[src/rtl/shift_out_port_if.sv]
// Signal bundle between a parallel byte writer and the serial display port.
// The writer (master) offers bytes; the port (slave) drives the serial side and status.
interface shift_out_port_if;
   logic       WR;
   logic [7:0] D;
   logic       SCLK;
   logic       SDATA;
   logic       LATCH;
   logic       FULL;
   logic       BUSY;
   logic       DROP;

   modport master (
      output WR, D,
      input  SCLK, SDATA, LATCH, FULL, BUSY, DROP
   );

   modport slave (
      input  WR, D,
      output SCLK, SDATA, LATCH, FULL, BUSY, DROP
   );
endinterface

[src/rtl/shift_out_port.sv]
// Serialises bytes MSB first to a display shift register, strobes LATCH after each byte,
// and buffers one extra byte so back-to-back writes stream with no idle gap.
module shift_out_port #(
   parameter int DIV = 2
) (
   input  logic            CLK,
   input  logic            RST,
   shift_out_port_if.slave bus
);
   typedef enum logic [1:0] {ST_IDLE, ST_SHIFT, ST_LATCH} state_t;

   localparam logic [7:0] DIV_LAST = 8'(DIV - 1);

   state_t     state_q, state_d;
   logic [7:0] shift_q, shift_d;
   logic [2:0] bit_q, bit_d;
   logic [7:0] div_q, div_d;
   logic [7:0] hold_q, hold_d;
   logic       full_q, full_d;
   logic       sclk_q, sclk_d;
   logic       latch_q, latch_d;
   logic       busy_q, busy_d;
   logic       drop_q, drop_d;
   logic       phase_end;
   logic       last_latch;
   logic       load_en;
   logic [7:0] load_byte;

   assign phase_end  = (div_q == DIV_LAST);
   assign last_latch = (state_q == ST_LATCH) && phase_end;

   always_comb begin
      // NOTE: every variable driven here gets a default first, so no path can infer a latch.
      state_d   = state_q;
      shift_d   = shift_q;
      bit_d     = bit_q;
      div_d     = div_q;
      hold_d    = hold_q;
      full_d    = full_q;
      sclk_d    = sclk_q;
      latch_d   = latch_q;
      drop_d    = 1'b0;
      load_en   = 1'b0;
      load_byte = bus.D;

      unique case (state_q)
         ST_IDLE: begin
            load_en = bus.WR;
         end
         ST_SHIFT: begin
            if (!phase_end) begin
               div_d = div_q + 8'd1;
            end else begin
               div_d = 8'd0;
               if (!sclk_q) begin
                  sclk_d = 1'b1;
               end else begin
                  // Shifting after bit 0 too leaves zeros behind, so SDATA idles low in LATCH.
                  sclk_d  = 1'b0;
                  shift_d = {shift_q[6:0], 1'b0};
                  if (bit_q == 3'd7) begin
                     state_d = ST_LATCH;
                     latch_d = 1'b1;
                  end else begin
                     bit_d = bit_q + 3'd1;
                  end
               end
            end
         end
         ST_LATCH: begin
            if (!phase_end) begin
               div_d = div_q + 8'd1;
            end else begin
               div_d   = 8'd0;
               latch_d = 1'b0;
               if (full_q) begin
                  // Held byte goes out next; a simultaneous write refills the holding slot.
                  load_en   = 1'b1;
                  load_byte = hold_q;
                  if (bus.WR) hold_d = bus.D;
                  else        full_d = 1'b0;
               end else if (bus.WR) begin
                  load_en = 1'b1;
               end else begin
                  state_d = ST_IDLE;
               end
            end
         end
         default: state_d = ST_IDLE;
      endcase

      if (load_en) begin
         state_d = ST_SHIFT;
         shift_d = load_byte;
         bit_d   = 3'd0;
         div_d   = 8'd0;
         sclk_d  = 1'b0;
      end

      if (bus.WR && (state_q != ST_IDLE) && !last_latch) begin
         if (full_q) begin
            drop_d = 1'b1;
         end else begin
            hold_d = bus.D;
            full_d = 1'b1;
         end
      end

      busy_d = (state_d != ST_IDLE) || full_d;
   end

   // NOTE: sequential state uses non-blocking assignments so every flop samples pre-edge values.
   always_ff @(posedge CLK or posedge RST) begin
      if (RST) begin
         state_q <= ST_IDLE;
         shift_q <= 8'd0;
         bit_q   <= 3'd0;
         div_q   <= 8'd0;
         hold_q  <= 8'd0;
         full_q  <= 1'b0;
         sclk_q  <= 1'b0;
         latch_q <= 1'b0;
         busy_q  <= 1'b0;
         drop_q  <= 1'b0;
      end else begin
         state_q <= state_d;
         shift_q <= shift_d;
         bit_q   <= bit_d;
         div_q   <= div_d;
         hold_q  <= hold_d;
         full_q  <= full_d;
         sclk_q  <= sclk_d;
         latch_q <= latch_d;
         busy_q  <= busy_d;
         drop_q  <= drop_d;
      end
   end

   assign bus.SCLK  = sclk_q;
   assign bus.SDATA = shift_q[7];
   assign bus.LATCH = latch_q;
   assign bus.FULL  = full_q;
   assign bus.BUSY  = busy_q;
   assign bus.DROP  = drop_q;
endmodule

[src/flat_wrapper.sv]
// flat-port wrapper written by rule: the top's interface ports become plain ports
module shift_out_port_flat 
#(
   parameter int DIV = 2
)
  (CLK, RST, bus_WR, bus_D, bus_SCLK, bus_SDATA, bus_LATCH, bus_FULL, bus_BUSY, bus_DROP);
  shift_out_port_if bus_i ();
  input  logic CLK;
  input  logic RST;
  input wire logic [$bits(bus_i.WR)-1:0] bus_WR;
  input wire logic [$bits(bus_i.D)-1:0] bus_D;
  output wire logic [$bits(bus_i.SCLK)-1:0] bus_SCLK;
  output wire logic [$bits(bus_i.SDATA)-1:0] bus_SDATA;
  output wire logic [$bits(bus_i.LATCH)-1:0] bus_LATCH;
  output wire logic [$bits(bus_i.FULL)-1:0] bus_FULL;
  output wire logic [$bits(bus_i.BUSY)-1:0] bus_BUSY;
  output wire logic [$bits(bus_i.DROP)-1:0] bus_DROP;
  assign bus_i.WR = bus_WR;
  assign bus_i.D = bus_D;
  assign bus_SCLK = bus_i.SCLK;
  assign bus_SDATA = bus_i.SDATA;
  assign bus_LATCH = bus_i.LATCH;
  assign bus_FULL = bus_i.FULL;
  assign bus_BUSY = bus_i.BUSY;
  assign bus_DROP = bus_i.DROP;
  shift_out_port #(.DIV(DIV)) u_core (.CLK(CLK), .RST(RST), .bus(bus_i));
endmodule
[config.mk]
export PLATFORM = sky130hd
export DESIGN_NAME = shift_out_port_flat
export DESIGN_NICKNAME = d
export VERILOG_FILES = /design/src/rtl/shift_out_port_if.sv /design/src/rtl/shift_out_port.sv /design/src/flat_wrapper.sv
export SDC_FILE = /design/constraint.sdc
export NUM_CORES = 1
export LEC_CHECK = 0
export ABC_AREA = 1
export BUFFER_PORTS_ARGS = -buffer_cell sky130_fd_sc_hd__clkbuf_2
export CORE_ASPECT_RATIO = 0.9
export CORE_MARGIN = 2
export CORE_UTILIZATION = 53
export DETAILED_ROUTE_END_ITERATION = 6
export GPL_TIMING_DRIVEN = 0
export PLACE_DENSITY = 0.75
export SKIP_LAST_GASP = 1
export SYNTH_ARGS = -nofsm -noshare
export SYNTH_HDL_FRONTEND = slang
export SYNTH_SLANG_ARGS = --single-unit
[constraint.sdc]
create_clock -name CLK -period 1.5 [get_ports CLK]
set_input_delay 0.075 -clock CLK [delete_from_list [all_inputs] [get_ports CLK]]
set_output_delay 0.075 -clock CLK [all_outputs]
set_load 0.05 [all_outputs]
==> results of run 1 <==
[worst reg2reg max path, cell delays in order (launching register included)]
cell and delay (ps):
dfrtp_1 390, inv_2 80, ha_4 140, inv_1 60
nor2_2 140, nand3_4 140, nand2_4 120, nand2_4 80
buf_6 140, nand3_1 60, o21ai_0 90
[kinds of logic (layout without fill, tap and decap cells)]
group | Yosys count | after routing | synth area share, %
flip-flops | 34 | 34 | 43.4
buffers and inverters | 43 | 99 | 9.57
XOR/XNOR | 4 | 4 | 1.79
AND/OR/NAND/NOR | 127 | 127 | 31.1
AO/OA/AOI/OAI | 32 | 32 | 9.06
adder cells (fa/ha/maj) | 8 | 8 | 5.11
[routing by layer]
layer,GRT usage (%),part of all wire (%)
met4,8.00,0.87
met1,35.6,45
met2,39.7,48
met3,5.41,5.6
met5,0,0
[flip-flops by register name, indices dropped and copies added, names as in the netlist]
signal            flops
u_core.bus.BUSY       1
u_core.bus.LATCH      1
u_core.shift_q        8
u_core.bus.DROP       1
u_core.state_q        2
u_core.bus.FULL       1
u_core.bit_q          3
u_core.div_q          8
u_core.bus.SCLK       1
u_core.hold_q         8
[area by class of cell]
type	count	area share, %
inverter	34	4.65
tap	44	2.01
multi-input combinational	171	42.4
clock inverter	1	0.182
buffer	9	3.37
clock buffer	7	3.14
sequential	34	31.2
timing repair buffer	48	13.0
[through the flow]
| stage | cells | hold slack [ps] |
|---|---|---|
| after floorplan | 248 | 217 |
| after global placement | 308 | 330 |
| after detailed placement | 308 | 338 |
| after CTS | 341 | 34.5 |
| after global routing | 348 | 55.0 |
| final | 348 | 38.6 |
[Yosys cell counts]
cell | count | area [um^2]
xnor2_1 | 1 | 8.76
o211ai_1 | 1 | 7.51
o21ai_2 | 2 | 17.5
nor2_2 | 1 | 6.26
xor2_1 | 3 | 26.3
inv_1 | 34 | 128
nor3_1 | 1 | 5.00
buf_6 | 2 | 22.5
o21a_1 | 3 | 22.5
nand4_1 | 11 | 68.8
nand3_2 | 2 | 20.0
clkbuf_1 | 2 | 7.51
a21oi_1 | 7 | 35.0
buf_2 | 3 | 15.0
nand3_1 | 28 | 140
nor2_1 | 20 | 75.1
buf_4 | 2 | 15.0
nand2_2 | 5 | 31.3
nor2_8 | 1 | 20.0
nand3_4 | 1 | 17.5
nand2_1 | 55 | 206
ha_1 | 8 | 100
o21ai_1 | 6 | 30.0
or2_2 | 1 | 6.26
dfrtp_1 | 34 | 851
o21ai_0 | 13 | 65.1
nand4_2 | 1 | 12.5
[repair_timing]
| item | CTS | global route |
|---|---|---|
| cloned | 2 | 1 |
| endpoints found under the hold margin | 0 | 34 |
| gates resized for setup | 35 | 60 |
| endpoints found under the setup margin | 32 | 33 |
| pin swaps | 9 | 16 |
| hold buffers | 0 | 1 |
| buffers inserted | 23 | 6 |
[cell usage in the layout (no fill, tap or decap), types with 4 or more instances in the layout]
master and count:
dfrtp_1 30, nand2_2 8, nand2_1 44, ha_1 4
nand3_2 11, buf_6 12, nand3_1 17, o21ai_1 12
inv_2 7, clkbuf_2 18, clkbuf_8 6, buf_4 24
nor2_2 4, nand4_1 11, inv_1 27, o21ai_0 4
dfrtp_2 4, a21oi_2 4, nand2_4 8, o21ai_2 5
nor2_1 15
[how the worst min path moves through the flow]
| stage | start | endpoint | slack, ps | cells after the start |
|---|---|---|---|---|
| global route | bus_D[0] | u_core.hold_q[0] | 50 | 3 |
| CTS | bus_D[0] | u_core.hold_q[0] | 30 | 3 |
| detailed placement | bus_D[6] | u_core.hold_q[6] | 340 | 3 |
| finish | bus_D[7] | u_core.hold_q[7] | 40 | 3 |
| global placement | bus_D[1] | u_core.hold_q[1] | 330 | 3 |
| floorplan | RST | u_core.bit_q[0] | 220 | 1 |
[power groups by stage]
stage	clock network, mW	logic, mW	registers (mW)
floorplan	0	0.999	1.48
global placement	0	1.38	1.38
detailed placement	0	1.40	1.39
CTS	0.715	1.82	1.37
global route	0.757	2.42	1.43
finish	0.712	2.24	1.40
==> summary.md, run 1 <==
| Metric | Value |
|---|---|
| Slew headroom | 51.7% |
| Worst-path clk slew | 70 ps |
| Vias in the first global route | 1,707 |
| Rows | 20 |
| IO Pins | 17 |
| DP Area | 2100 um^2 |
| Die Height | 61.7 um |
| Largest net degree at the start of global routing | 35 |
| Cell count of the worst reg-to-reg path | 10 |
| Syn avg cell area | 7.91 um^2 |
| Worst skew pair latency | 290 ps |
| Power per cell area | 1590 nW/um^2 |
| Overall Global Routing Usage | 25.4% |
| Power Total | 4.36 mW |
| Global-route wire length before repair | 7.83 mm |
| Worst VDD drop | 0.844 mV |
| Synth unique cells | 27 |
| Critical path origin | u_core.div_q[1] |
| Share of layout cells above drive strength 1 | 41.8% |
| Synth Warn # | 0 |
| #FFs+latches synth | 34 |
| Starting density of the core | 56.8% |
| Antenna diode count | 0 |
| Final instance area | 2750 um^2 |
| Initial antenna violation count | 0 |
| Core outline area | 3450 um^2 |
| Via density | 5.54 |
| Worst EP arrival | 1740 ps |
| Drt drc | 0 |
| Layout Area Growth over Synthesis | 40.0% |
| Sequential power share | 32.1% |
| Critical Path RT | 1660 ps |
| CP max FO | 5 |
| Final setup margin | -77.5 ps |
| Cell count after synthesis | 248 |
| Switching fraction of total power | 42.3% |
| Pre-CTS WS | -162 ps |
| Clock skew | 6.58 ps |
| Drt pass-1 iters | 4 |
| Max_cap viols | 0 |
| Multi-input gate area | 1160 um^2 |
| Clock Path Buffers | 2 |
| Internal power | 2.52 mW |
| Syn Std Cell Area | 1960 um^2 |
| Leak Pwr | 1.32 nW |
| Register area share after synthesis | 43.4% |
| Grt ovf | 0 |
| WL per Instance | 15.9 um |
| Post-layout min period | 1580 ps |
| # clock sinks | 34 |
| Vias | 1,927 |
| Buffers & Inverters on Critical Path | 3 |
| Fin crit share | 105% |
| Worst path slowest cell | dfrtp_1 |
| CTS tree | done |
| Setup violations, final | 29 |
| Post-route ant nets | 0 |
| CP top delay family | simple AND/OR/NAND/NOR gates |
| R2r setup slk | -80 ps |
| Syn nets | 267 |
| Unrepaired setup endpoints after global routing | true |
| Kind of critical path | reg2reg |
| Total CTS buffers | 5 |
| Final hold violations | 0 |
| Status | complete, but fails checks |
| Clock power share | 16.3% |
| Die area | 4200 um^2 |
| Port bufs | 16 |
| Combinational Power Share | 51.5% |
| Slowest cell delay on critical path | 390 ps |
| Crit path top cell by count | nand2_4 |
| FF/Latch Area | 856 um^2 |
| Final net count | 322 |
| HP Class | in2reg |
| Crit path launch type | flip-flop |
| Horiz. Die Dim | 68.1 um |
| Worst slew pin tran | 723 ps |
| Post-DP HPWL | 2.92 mm |
| Final Slew Violations | 0 |
| FF-to-FF End | u_core.div_q[1] |
| Worst-path cell chain | inv_2 > ha_4 > inv_1 > nor2_2 > nand3_4 > nand2_4 > nand2_4 > buf_6 > nand3_1 > o21ai_0 |
| Max Clk Rate | 634 MHz |
| Filler cell count in the final layout | 219 |
| Initial DRC count | 177 |
| RD Place Congestion | 0.834 |
| Reg2reg start | u_core.div_q[1] |
| CTS Root Cell | clkbuf_8 |
| Post-Route WL | 5.54 mm |
| Worst setup path end | u_core.div_q[1] |
| CP Depth | 10 |
| Net Sw Power | 1.84 mW |
| # H-tree levels | 2 |
| Failing checks | setup timing |
| Post-layout util | 79.5% |
| Worst setup EP type | flip-flop |
| Setup_tns | -1150 ps |
(Power assumes the default switching activity.)
==> inputs of run 2 (changes only) <==
--- a/config.mk
+++ b/config.mk
@@ -10,6 +10,7 @@
 export CORE_ASPECT_RATIO = 0.9
 export CORE_MARGIN = 2
 export CORE_UTILIZATION = 53
+export CTS_BUF_LIST = sky130_fd_sc_hd__clkbuf_16
 export DETAILED_ROUTE_END_ITERATION = 6
 export GPL_TIMING_DRIVEN = 0
 export PLACE_DENSITY = 0.75
==> run 2 against run 1 <==
The flow still finishes with violations (setup timing). Cell area increased by 0.73%. Routed wire length increased by 5.8%. Setup slack got worse by 13 ps. Critical path depth decreased by 1. Largest cell class unchanged.
==> summary.md, run 2 (synthesis gave the netlist of run 1 again) <==
| Metric | Value |
|---|---|
| Kind of critical path | reg2reg |
| Slew headroom | 50.9% (-0.83 points) |
| Setup_tns | -1010 ps (+137 ps) |
| HP Class | in2reg |
| Commonest non-fill, non-tap cells in the layout | 46 x nand2_1, 30 x dfrtp_1, 28 x buf_4 |
| Starting density of the core | 56.8% (unchanged) |
| Failing checks | setup timing |
| Worst VDD drop | 0.931 mV (+10%) |
| Drt drc | 0 (unchanged) |
| Internal power | 2.74 mW (+8.8%) |
| Rows | 20 (unchanged) |
| Final Slew Violations | 0 (unchanged) |
| Crit path launch type | flip-flop |
| Worst-path clk slew | 60 ps (about the same) |
| Critical Path RT | 1670 ps (about the same) |
| CTS tree | done |
| Clock Path Buffers | 2 (unchanged) |
| Clock skew | 4.15 ps (-2.43 ps) |
| FF-to-FF End | u_core.shift_q[6] |
| Share of layout cells above drive strength 1 | 40.1% (-1.7 points) |
| Post-layout min period | 1590 ps (+13.3 ps) |
| Hold Crit Depth | 3 (unchanged) |
| Leak Pwr | 1.35 nW (+1.8%) |
| # H-tree levels | 2 (unchanged) |
| Power per cell area | 1670 nW/um^2 (+5.5%) |
| Vias | 2,011 (+4.4%) |
| Post-DP HPWL | 2.92 mm (unchanged) |
| Via density | 5.73 (+3.5%) |
| Initial antenna violation count | 0 (unchanged) |
| IO Pins | 17 (unchanged) |
| Worst Hold Launch | bus_D[7] |
| Post-Route WL | 5.86 mm (+5.8%) |
| Vias in the first global route | 1,725 (+1.1%) |
| Worst skew pair latency | 280 ps (about the same) |
| Switching fraction of total power | 40.9% (-1.4 points) |
| Largest net degree at the start of global routing | 35 (unchanged) |
| RD Place Congestion | 0.834 (unchanged) |
| R2r setup slk | -90 ps (about the same) |
| Global-route wire length before repair | 8.04 mm (+2.6%) |
| Max_cap viols | 0 (unchanged) |
| Layout Area Growth over Synthesis | 41.0% |
| Worst EP arrival | 1760 ps (+20 ps) |
| Total CTS buffers | 5 (unchanged) |
| Post-layout util | 80.1% (+0.58 points) |
| Max Clk Rate | 629 MHz (-0.84%) |
| Horiz. Die Dim | 68.1 um (unchanged) |
| Final net count | 325 (+0.93%) |
| Power Total | 4.63 mW (+6.3%) |
| Unrepaired setup endpoints after global routing | true |
| Setup violations, final | 21 (-28%) |
| Sequential power share | 31.1% (-1.0 points) |
| Final setup margin | -90.8 ps (-13.3 ps) |
| Drt pass-1 iters | 4 (unchanged) |
| Reg2reg start | u_core.div_q[5] |
| Port bufs | 16 (unchanged) |
| Fin crit share | 106% (+0.89 points) |
| CP max FO | 5 (unchanged) |
| # clock sinks | 34 (unchanged) |
| Antenna diode count | 0 (unchanged) |
| Die area | 4200 um^2 (unchanged) |
| Final hold violations | 0 (unchanged) |
| CTS Root Cell | clkbuf_16 |
| Clock power share | 21.1% (+4.8 points) |
| Initial DRC count | 174 (-1.7%) |
| Net Sw Power | 1.89 mW (+2.8%) |
| Most common library cell in the layout ignoring fill and taps | nand2_1 |
| Combinational Power Share | 47.8% (-3.7 points) |
| Cell count of the worst reg-to-reg path | 9 (-1) |
| Top flop regs | u_core.div_q: 8 flops, u_core.hold_q: 8 flops, u_core.shift_q: 8 flops |
| Status | complete, but fails checks |
| Worst setup EP type | flip-flop |
| Grt ovf | 0 (unchanged) |
| Die Height | 61.7 um (unchanged) |
| WL per Instance | 16.7 um (+4.9%) |
| Post-route ant nets | 0 (unchanged) |
| Hold Path Sink | u_core.hold_q[7] |
| Overall Global Routing Usage | 26.3% (+0.97 points) |
| Core outline area | 3450 um^2 (unchanged) |
| Worst slew pin tran | 735 ps (+12.4 ps) |
run 2: cell count changes in the layout (fill, tap and decap cells not counted), sizes merged:
cell,change
nand3,+1
clkbuf,-2
inv,+1
clkinv,+1
buf,+2
run 2: power groups by stage:
stage / Combinational (mW) / Clock (mW) / Sequential [mW]
finish: 2.22 / 0.977 / 1.44
global route: 2.41 / 1.03 / 1.46
CTS: 1.81 / 0.982 / 1.39
detailed placement: 1.40 / 0 / 1.39
global placement: 1.38 / 0 / 1.38
floorplan: 0.999 / 0 / 1.48
run 2: metrics by stage:
stage / instances / cell area, um^2 / hold slack [ps] / setup WS (ps)
5_1_grt: 351 / 2770 / 71.2 / -165
4_1_cts: 338 / 2530 / 44.6 / -41.6
3_5_place_dp: 308 / 2100 / 338 / -162
2_1_floorplan: 248 / 1960 / 217 / 22.4
3_3_place_gp: 308 / 2100 / 330 / -133
6_report: 351 / 2770 / 48.7 / -90.8
run 2: cell type report:
class,count,area (um^2)
flip-flops and latches,34,856
clock inverters,3,12.5
inverters,34,128
multi-input cells,172,1150
fillers,203,688
repair buffers,50,350
plain buffers,9,92.6
clock buffers,5,125
well taps,44,55.1
run 2: how the worst max path moves through the flow:
stage / start / to / slack [ps] / cells after the start
finish: u_core.div_q[5] / u_core.shift_q[6] / -90 / 9
global route: u_core.div_q[1] / u_core.bit_q[2] / -160 / 9
CTS: u_core.state_q[0] / u_core.bus.BUSY / -40 / 8
detailed placement: u_core.div_q[1] / u_core.bus.BUSY / -160 / 9
global placement: u_core.div_q[1] / u_core.hold_q[2] / -130 / 10
floorplan: u_core.state_q[0] / u_core.bus.BUSY / 20 / 8
run 2: critical path, cell delays in order (launching register included):
cell     delay (ps)
dfrtp_1         410
nor2_1          160
nand2_2         120
nor2_8          140
buf_4           180
nand3_4         110
nand2_2          90
nand3_1         120
nand2_1          90
nand2_1          50
run 2: repair_timing:
action / in CTS / in global routing
hold buffers: 0 / 1
pin swaps: 13 / 9
resized for setup: 42 / 39
cloned: 3 / 2
endpoints found under the hold margin: 0 / 34
setup buffers: 19 / 10
endpoints found under the setup margin: 32 / 33
run 2: layer usage:
layer  track usage [%]  vias up  share of wire, %
met5                 0        -                 0
met4              9.43        0               4.6
met3              5.41       32               6.8
met2              42.6      102                48
met1              35.4      955                40
li1                  -      922                 -
==> inputs of run 3 (changes only) <==
--- a/config.mk
+++ b/config.mk
@@ -5,7 +5,6 @@
 export SDC_FILE = /design/constraint.sdc
 export NUM_CORES = 1
 export LEC_CHECK = 0
-export ABC_AREA = 1
 export BUFFER_PORTS_ARGS = -buffer_cell sky130_fd_sc_hd__clkbuf_2
 export CORE_ASPECT_RATIO = 0.9
 export CORE_MARGIN = 2
==> run 3 against run 2 <==
The flow still finishes with violations (setup timing). Highest routed layer unchanged. Hold slack lost 1.9 ps. Die area grew 0.78%. Routed wire length shrank 14%. Power shrank 55%. Global-route usage shrank 3.2 points. Via count shrank 19%. First-iteration DRC count grew 8.0%. Non-clock buffer count shrank 10. Critical path type unchanged. Clock skew shrank 1.9 ps.
==> summary.md, run 3 <==
| Metric | Value |
|---|---|
| Status | complete, but fails checks |
| Failing checks | setup timing |
| Starting density of the core | 54.1% (-2.6 points) |
| HP Class | in2reg |
| Met2 GRT Util | 39.0% (-3.6 points) |
| Global-route wire length before repair | 7.09 mm (-12%) |
| Port bufs | 15 (-1) |
| DP Area | 2160 um^2 (+2.7%) |
| Multi-input gate area | 1180 um^2 (+3.2%) |
| Syn nets | 200 (-25%) |
| Filler cell count in the final layout | 233 (+15%) |
| # H-tree levels | 2 (unchanged) |
| Reg2reg start | u_core.div_q[5] |
| Syn avg cell area | 10.9 um^2 (+38%) |
| Max_cap viols | 0 (unchanged) |
| Worst-path cell chain | or3_1 > nor3_4 > buf_6 > mux2i_2 > mux2i_1 |
| Synth Warn # | 0 (unchanged) |
| Clock skew | 2.26 ps (-1.89 ps) |
| CP top delay family | simple AND/OR/NAND/NOR gates |
| Final net count | 248 (-24%) |
| Layout Area Growth over Synthesis | 36.5% |
| Initial antenna violation count | 0 (unchanged) |
| Register area share after synthesis | 43.0% (-0.36 points) |
| Drt pass-1 iters | 4 (unchanged) |
| Antenna diode count | 0 (unchanged) |
| Share of layout cells above drive strength 1 | 40.9% (+0.80 points) |
| CTS Root Cell | clkbuf_16 |
| Cell count of the worst reg-to-reg path | 5 (-4) |
| Clock Path Buffers | 2 (unchanged) |
| Crit path launch type | flip-flop |
| Ranking of synthesized cells by area | dfrtp_1 43%, mux2i_1 15%, ha_1 5.1%, mux2_2 2.8%, nor2_1 2.3% |
| Buffers & Inverters on Critical Path | 1 (unchanged) |
| Worst path slowest cell | or3_1 |
| Power per cell area | 766 nW/um^2 (-54%) |
| Critical path origin | u_core.div_q[5] |
| Grt ovf | 0 (unchanged) |
| Worst EP arrival | 2080 ps (+320 ps) |
| Worst Hold Launch | bus_D[5] |
| Critical Path RT | 1650 ps (-20 ps) |
| Commonest non-fill, non-tap cells in the layout | 32 x dfrtp_1, 28 x mux2i_1, 15 x clkbuf_2, 15 x buf_4, 12 x buf_6 |
| Final instance area | 2700 um^2 (-2.4%) |
| Core outline area | 3650 um^2 (+5.8%) |
| Top flop regs | u_core.div_q: 8 flops, u_core.hold_q: 8 flops, u_core.shift_q: 8 flops |
| WL per Instance | 18.3 um (+9.3%) |
| Syn Std Cell Area | 1980 um^2 (+0.83%) |
| Slew headroom | 52.0% (+1.1 points) |
| Largest net degree at the start of global routing | 35 (unchanged) |
| Die Height | 61.9 um (+0.39%) |
| Worst-path clk slew | 50 ps (about the same) |
| R2r setup slk | -440 ps (-350 ps) |
| Initial DRC count | 188 (+8.0%) |
| Placed insts | 242 (-21%) |
| Overall Global Routing Usage | 23.1% (-3.2 points) |
| RD Place Congestion | 0.873 (+4.6%) |
| Post-Route WL | 5.04 mm (-14%) |
| Most common library cell in the layout ignoring fill and taps | dfrtp_1 |
| EDFF count, synth | 0 (unchanged) |
| Vias | 1,631 (-19%) |
| Final hold violations | 0 (unchanged) |
| Slowest cell delay on critical path | 550 ps (+140 ps) |
| # clock sinks | 34 (unchanged) |
| Worst setup EP type | flip-flop |
| Grt met3 use | 4.86% (-0.54 points) |
| Via density | 5.91 (+3.1%) |
| Total CTS buffers | 5 (unchanged) |
| GR Util met1 | 30.1% (-5.4 points) |
| Drt drc | 0 (unchanged) |
| Worst slew pin tran | 719 ps (-16.6 ps) |
| CP Depth | 5 (-4) |
| Post-layout util | 73.9% (-6.2 points) |
| Top FF cell, synth | dfrtp_1 |
| CP max FO | 8 (+3) |
| Final setup margin | -437 ps (-346 ps) |
| Worst skew pair latency | 270 ps (about the same) |
| Commonest cells in the netlist | 34 x dfrtp_1, 29 x mux2i_1, 12 x nor2_1 |
| FF/Latch Area | 853 um^2 (-0.29%) |
| Asr flop ratio synth | 100% (unchanged) |
| Die area | 4240 um^2 (+0.78%) |
| Setup violations, final | 34 (+62%) |
| Post-layout min period | 1940 ps (+346 ps) |
| Power Total | 2.07 mW (-55%) |
| Worst setup path end | u_core.shift_q[3] |
| FF-to-FF End | u_core.shift_q[3] |
| #FFs+latches synth | 34 (unchanged) |
| Max Clk Rate | 516 MHz (-18%) |
| Top cell type's share of synthesized area | 43.0% (-0.36 points) |
| Final Slew Violations | 0 (unchanged) |
| Post-route ant nets | 0 (unchanged) |
| Cell taking the most area after synthesis | dfrtp_1 |
| Most common cell in the synthesized netlist | dfrtp_1 |
| Vias in the first global route | 1,506 (-13%) |
| Kind of critical path | reg2reg |
| IO Pins | 17 (unchanged) |
| Fin crit share | 129% (+23 points) |
| Rows | 21 (+5.0%) |
| Synth unique cells | 45 (+67%) |
| CTS tree | done |
| Cell count after synthesis | 181 (-27%) |
| GR peak layer | met2 |
| Worst VDD drop | 0.675 mV (-27%) |
| Unrepaired setup endpoints after global routing | true |
| Horiz. Die Dim | 68.4 um (+0.39%) |
| Post-DP HPWL | 2.75 mm (-5.7%) |
| Cell Count, Final, Fillers Out | 276 (-21%) |
| Leak Pwr | 1.29 nW (-4.5%) |
| Final hold slack | 46.8 ps (-1.90 ps) |
run 3: worst min path at each step:
stage                     slack (ps)  depth (start not counted)                to
after floorplan                  210                          1  u_core.hold_q[0]
after global placement           310                          2  u_core.hold_q[6]
after detailed placement         310                          2  u_core.hold_q[7]
after CTS                         30                          2  u_core.hold_q[7]
after global routing              50                          2  u_core.hold_q[5]
final                             50                          2  u_core.hold_q[5]
run 3: cell type report:
cell class / count / share of cell area [%]
inverter: 10 / 1.39
tap: 46 / 2.13
timing repair buffer: 41 / 12.3
sequential: 34 / 31.6
clock buffer: 5 / 4.64
clock inverter: 3 / 0.603
multi-input combinational: 129 / 43.8
buffer: 8 / 3.43
run 3: layer usage:
metal | vias up | wire [um]
met5 | - | 0
met3 | 9 | 180
met1 | 814 | 2200
li1 | 762 | -
met2 | 46 | 2570
met4 | 0 | 89
run 3: timing repair:
action / 4_1_cts / 5_1_grt
hold buffers: 0 / 1
setup buffers: 14 / 9
endpoints found under the hold margin: 0 / 34
pin swaps: 4 / 9
gates cloned: 0 / 2
setup endpoints to repair: 34 / 34
resized for setup: 12 / 32
run 3: per-stage QoR:
step | setup slack, ps | TNS [ps]
after floorplan | -353 | -8780
after CTS | -398 | -11190
after detailed placement | -536 | -15110
after global placement | -501 | -14140
after global routing | -504 | -14550
final | -437 | -12290
run 3: power by group:
part           leakage [nW]  internal, mW  switching, mW
clock                0.0672         0.605          0.381
combinational         0.803        0.0501         0.0578
sequential            0.416         0.954         0.0192
total                  1.29          1.61          0.458
run 3: kinds of logic (layout without fill, tap and decap cells):
group	after synthesis	in the layout	synth area share, %
flops	34	34	43.0
xor+xnor	3	3	1.33
simple gates	54	54	17.2
fa+ha+maj	8	8	5.06
compound gates	27	27	9.11
mux	37	37	19.2
buf+inv	18	67	5.00
